===== config.mk =====
export PLATFORM = sky130hd
export DESIGN_NAME = miter_vector_sequencer
export DESIGN_NICKNAME = d
export VERILOG_FILES = /design/src/rtl/miter_vector_sequencer.sv
export SDC_FILE = /design/constraint.sdc
export NUM_CORES = 1
export LEC_CHECK = 0
export ABC_AREA = 1
export BUFFER_PORTS_ARGS = -buffer_cell sky130_fd_sc_hd__buf_2
export CORE_ASPECT_RATIO = 1.5
export CORE_MARGIN = 3
export CORE_UTILIZATION = 59
export DETAILED_ROUTE_END_ITERATION = 7
export PLACE_DENSITY_LB_ADDON = 0.05
export SETUP_SLACK_MARGIN = 0.4
export SYNTH_ARGS = -nofsm -noshare
export SYNTH_HDL_FRONTEND = slang
export SYNTH_SLANG_ARGS = --single-unit

===== constraint.sdc =====
create_clock -name clk -period 6.5 [get_ports clk]
set_clock_uncertainty 0.2 [all_clocks]
set_input_delay 0.975 -clock clk [delete_from_list [all_inputs] [get_ports clk]]
set_output_delay 0.975 -clock clk [all_outputs]
set_load 0.02 [all_outputs]

===== src/rtl/miter_vector_sequencer.sv =====
// Exhaustive equivalence-check sequencer: walks every input vector through
// two combinational circuits, compares their outputs after a settle delay and
// records the mismatch count plus the first failing vector and its diff.
module miter_vector_sequencer #(
    parameter int IN_W   = 12,
    parameter int OUT_W  = 4,
    parameter int SETTLE = 1
) (
    input  logic             clk,
    input  logic             rst_n,
    input  logic             start,
    input  logic             abort,
    input  logic             stop_on_fail,
    output logic [IN_W-1:0]  vec_o,
    input  logic [OUT_W-1:0] out_a_i,
    input  logic [OUT_W-1:0] out_b_i,
    output logic             busy,
    output logic             done,
    output logic             pass,
    output logic [IN_W:0]    mismatch_cnt,
    output logic [IN_W-1:0]  fail_vec,
    output logic [OUT_W-1:0] fail_diff
);

    typedef enum logic [1:0] {
        ST_IDLE,
        ST_SETTLE,
        ST_CHECK,
        ST_DONE
    } state_t;

    // Settle counter is 4 bits: SETTLE is limited to 1..15.
    localparam logic [3:0] SETTLE_LD = 4'(SETTLE);

    state_t           state_q;
    state_t           state_d;
    logic [3:0]       settle_cnt;
    logic             stop_lat;
    logic [OUT_W-1:0] diff;
    logic             mismatch;
    logic             last_vec;

    assign diff     = out_a_i ^ out_b_i;
    assign mismatch = |diff;
    assign last_vec = &vec_o;

    // busy/done come straight from the state register, so they can never
    // both be high and are both low only in IDLE.
    assign busy = (state_q == ST_SETTLE) || (state_q == ST_CHECK);
    assign done = (state_q == ST_DONE);

    // State register.
    always_ff @(posedge clk) begin
        if (!rst_n) begin
            state_q <= ST_IDLE;
        end else begin
            state_q <= state_d;
        end
    end

    // Next-state logic; abort only matters while a run is active.
    always_comb begin
        state_d = state_q;
        case (state_q)
            ST_IDLE, ST_DONE: begin
                if (start) state_d = ST_SETTLE;
            end
            ST_SETTLE: begin
                if (abort)                 state_d = ST_IDLE;
                else if (settle_cnt == 4'd1) state_d = ST_CHECK;
            end
            ST_CHECK: begin
                if (abort)                      state_d = ST_IDLE;
                else if (mismatch && stop_lat)  state_d = ST_DONE;
                else if (last_vec)              state_d = ST_DONE;
                else                            state_d = ST_SETTLE;
            end
            default: state_d = ST_IDLE;
        endcase
    end

    // Vector bus, settle counter and result capture; all frozen on abort.
    always_ff @(posedge clk) begin
        if (!rst_n) begin
            vec_o        <= '0;
            mismatch_cnt <= '0;
            fail_vec     <= '0;
            fail_diff    <= '0;
            pass         <= 1'b0;
            stop_lat     <= 1'b0;
            settle_cnt   <= '0;
        end else begin
            case (state_q)
                ST_IDLE, ST_DONE: begin
                    if (start) begin
                        vec_o        <= '0;
                        mismatch_cnt <= '0;
                        fail_vec     <= '0;
                        fail_diff    <= '0;
                        pass         <= 1'b0;
                        stop_lat     <= stop_on_fail;
                        settle_cnt   <= SETTLE_LD;
                    end
                end
                ST_SETTLE: begin
                    if (!abort) settle_cnt <= settle_cnt - 4'd1;
                end
                ST_CHECK: begin
                    if (!abort) begin
                        if (mismatch) begin
                            mismatch_cnt <= mismatch_cnt + {{IN_W{1'b0}}, 1'b1};
                            if (mismatch_cnt == '0) begin
                                fail_vec  <= vec_o;
                                fail_diff <= diff;
                            end
                        end
                        if (state_d == ST_SETTLE) begin
                            vec_o      <= vec_o + {{(IN_W-1){1'b0}}, 1'b1};
                            settle_cnt <= SETTLE_LD;
                        end
                        // Final verdict includes this cycle's comparison.
                        if (state_d == ST_DONE) begin
                            pass <= !mismatch && (mismatch_cnt == '0);
                        end
                    end
                end
                default: ;
            endcase
        end
    end

endmodule


==> impl_metrics.tcl <==
set metrics [dict create \
    final_net_count 480 \
    worst_setup_path_end_kind "flop" \
    layout_commonest_cell "nand2_1" \
    multi_input_area_sq_mm 0.00149 \
    max_freq_ghz 0.295 \
    route.detailed.drc 0 \
    worst_pin_slew_ns 1.05 \
    finalSetupTns_ns 0 \
    ir_worst_vdd_v 0.000170 \
    grt_pass1_wl_mm 10.6 \
    syn_inst 413 \
    post-route-min-period_ns 3.39 \
    hold_path_class "flop to flop" \
    p_leak_nw 1.38 \
    seqCellArea_sq_um 981 \
    first_global_vias 2419 \
    dieArea_sq_mm 0.00552 \
    cp_max_fo 28 \
    worst_ep_arrival_time_ns 3.42 \
    ys_top_cells_by_area "dfxtp_1 (36%), nand2_1 (13%), a21oi_1 (9.1%), nor2_1 (6.8%), nand3_1 (5.7%)" \
    utilization_pct 70.5 \
    yosys_most_used_dff "dfxtp_1" \
    synth_area_sq_mm 0.00274 \
    max_slew_margin_pct 29.8 \
    clock_latency_ns 0.31 \
    required_ns 6.54 \
    rr_endpoint "fail_diff[1]" \
    ys_async_sr_fraction_pct 0 \
    yosysSeqAreaShare_pct 35.8 \
    drive_above_1_share_pct 17.4 \
    wl_mm 6.28 \
    die_w_um 61.7 \
    hold_viol_final 0 \
    synth_cell_type_count 32 \
    drv_slew 0 \
    vias 2765 \
    met1Wirelength_mm 2.76 \
    placed_cell_area_sq_mm 0.00298 \
    drt_iter0_markers 166 \
    gp_routability_congestion 0.852 \
    cts_buffers 5 \
    cts_resized 0 \
    rows 29 \
    period_share_pct 52.1 \
    drtPass1Iterations 4 \
    worst_slack_ns 3.11 \
    top_layer_used "met4" \
    ff2ff_setup_slack_ns 3.11 \
    globalRouteOverflowTotal 0 \
    synth_top_area_cell "dfxtp_1" \
    grt_max_degree 32 \
    synth_top_cell_area_share_pct 35.8 \
    status "finished clean" \
    root_buffer "clkbuf_8" \
    area_delta_synth_final_pct 11.9 \
    vias_per_cell 5.46 \
    htreeDepth 2 \
    cts_sinks 49 \
    rsz0062_at_grt "false" \
    boundaryPins 57 \
    port_buffers 56 \
    ant_nets 0 \
    final_cell_mix "nand2_1 (94), buf_2 (56), nor2_1 (50), a21oi_1 (50), dfxtp_1 (49)" \
    cts_tree "yes" \
    finish.instance_area_sq_mm 0.00307 \
    crit_end "fail_diff[1]" \
    start_kind "flop" \
    yosys_warnings 0 \
    cts_setup_buffers 0 \
    clk_pin_slew_worst_paths_ns 0.10 \
    cts_hold_buffers 0 \
    num-fill-cells 393 \
    num_antenna_cells 0 \
    initial_utilization_pct 63.0 \
    drv_cap 0 \
    routedWlPerCell_um 12.4 \
    powerDensity_mw_per_mm2 227 \
    syn_avg_cell_area_sq_um 6.64 \
    whs_ns 0.251 \
    wl_met3_um 261 \
    synth_nets 434 \
    cp-startpoint "state_q[1]" \
    dp_hpwl_mm 4.59 \
    final-setup-viol-count 0 \
    grtUsageTotal_pct 24.8 \
    ys_ff_latch 49 \
    core_sq_mm 0.00435 \
    place_ws_ns 3.17 \
    die_h_um 89.5 \
    dr_wl_met2_mm 3.17 \
    grt_antenna_before_repair 0 \
    ctsLongestPathBuffers 2 \
    criticalPathCategory "flop to flop" \
    reg2reg_depth 9 \
    synth_edf_count 0 \
    worst_r2r_startpoint "state_q[1]" \
]
final cells by class:
class                           count  area share, %
Clock buffer                        5           2.24
Clock inverter                      3          0.693
Inverter                           43           5.34
Multi-Input combinational cell    303           48.5
Sequential cell                    49           32.0
Tap cell                           46           1.88
Timing Repair Buffer               57           9.38
worst min path at each step:
stage	startpoint	to	slack, ns	cells past startpoint
global route	fail_vec[3]	fail_vec[3]	0.28	2
global placement	fail_vec[10]	fail_vec[10]	0.25	2
detailed placement	fail_vec[10]	fail_vec[10]	0.24	2
CTS	fail_vec[10]	fail_vec[10]	0.25	2
floorplan	stop_lat	stop_lat	0.25	2
finish	fail_vec[10]	fail_vec[10]	0.25	2
report_power, final:
part,switching (W),internal (W),total (W)
registers,0.0000235,0.000320,0.000343
clock network,0.000106,0.0000765,0.000183
logic,0.000114,0.0000567,0.000171
stage by stage:
step	cells	total power, W
after floorplan	413	0.000481
after global placement	498	0.000517
after detailed placement	498	0.000521
after CTS	506	0.000704
after global routing	506	0.000742
final	506	0.000697
synth_stat cells, types with 2 or more instances:
| library cell | instances |
|---|---|
| buf_4 | 4 |
| ha_1 | 8 |
| nor2_1 | 50 |
| nor2_2 | 3 |
| nand3_1 | 31 |
| nand4_1 | 15 |
| nor4_1 | 5 |
| o21ai_0 | 12 |
| nor3_1 | 10 |
| inv_1 | 41 |
| a211oi_1 | 2 |
| clkbuf_1 | 6 |
| nand2_1 | 94 |
| or2_2 | 3 |
| dfxtp_1 | 49 |
| buf_6 | 3 |
| a21oi_1 | 50 |
| o22ai_1 | 3 |
| buf_2 | 4 |
| xor2_1 | 5 |
| nand2_2 | 4 |
flip-flops by register name (all words and copies together), names as in the netlist:
| signal | count |
|---|---|
| fail_diff | 4 |
| mismatch_cnt | 13 |
| pass | 1 |
| vec_o | 12 |
| state_q | 2 |
| fail_vec | 12 |
| settle_cnt | 4 |
| stop_lat | 1 |
worst max-delay path, cell delays in order, from the launching register on:
cell     delay [ns]
dfxtp_1        0.39
ha_1           0.88
inv_4          0.22
o21ai_1        0.33
nor2_2         0.09
nand2_2        0.22
inv_1          0.32
o21ai_2        0.37
nand2_1        0.13
a21oi_1        0.16
kinds of logic (layout without fill, tap and decap cells):
logic type / count (synthesis) / after routing / synth area share [%]
simple gates: 219 / 219 / 35.4
compound gates: 71 / 71 / 13.5
buf+inv: 61 / 108 / 9.99
flops: 49 / 49 / 35.8
fa+ha+maj: 8 / 8 / 3.65
xor+xnor: 5 / 5 / 1.60
per-layer routing:
layer	up-vias	global-route usage [%]
li1	1452	-
met1	1231	30.7
met2	70	42.8
met3	12	4.05
met4	0	7.72
met5	-	0
Power figures use the tool's default switching activity.
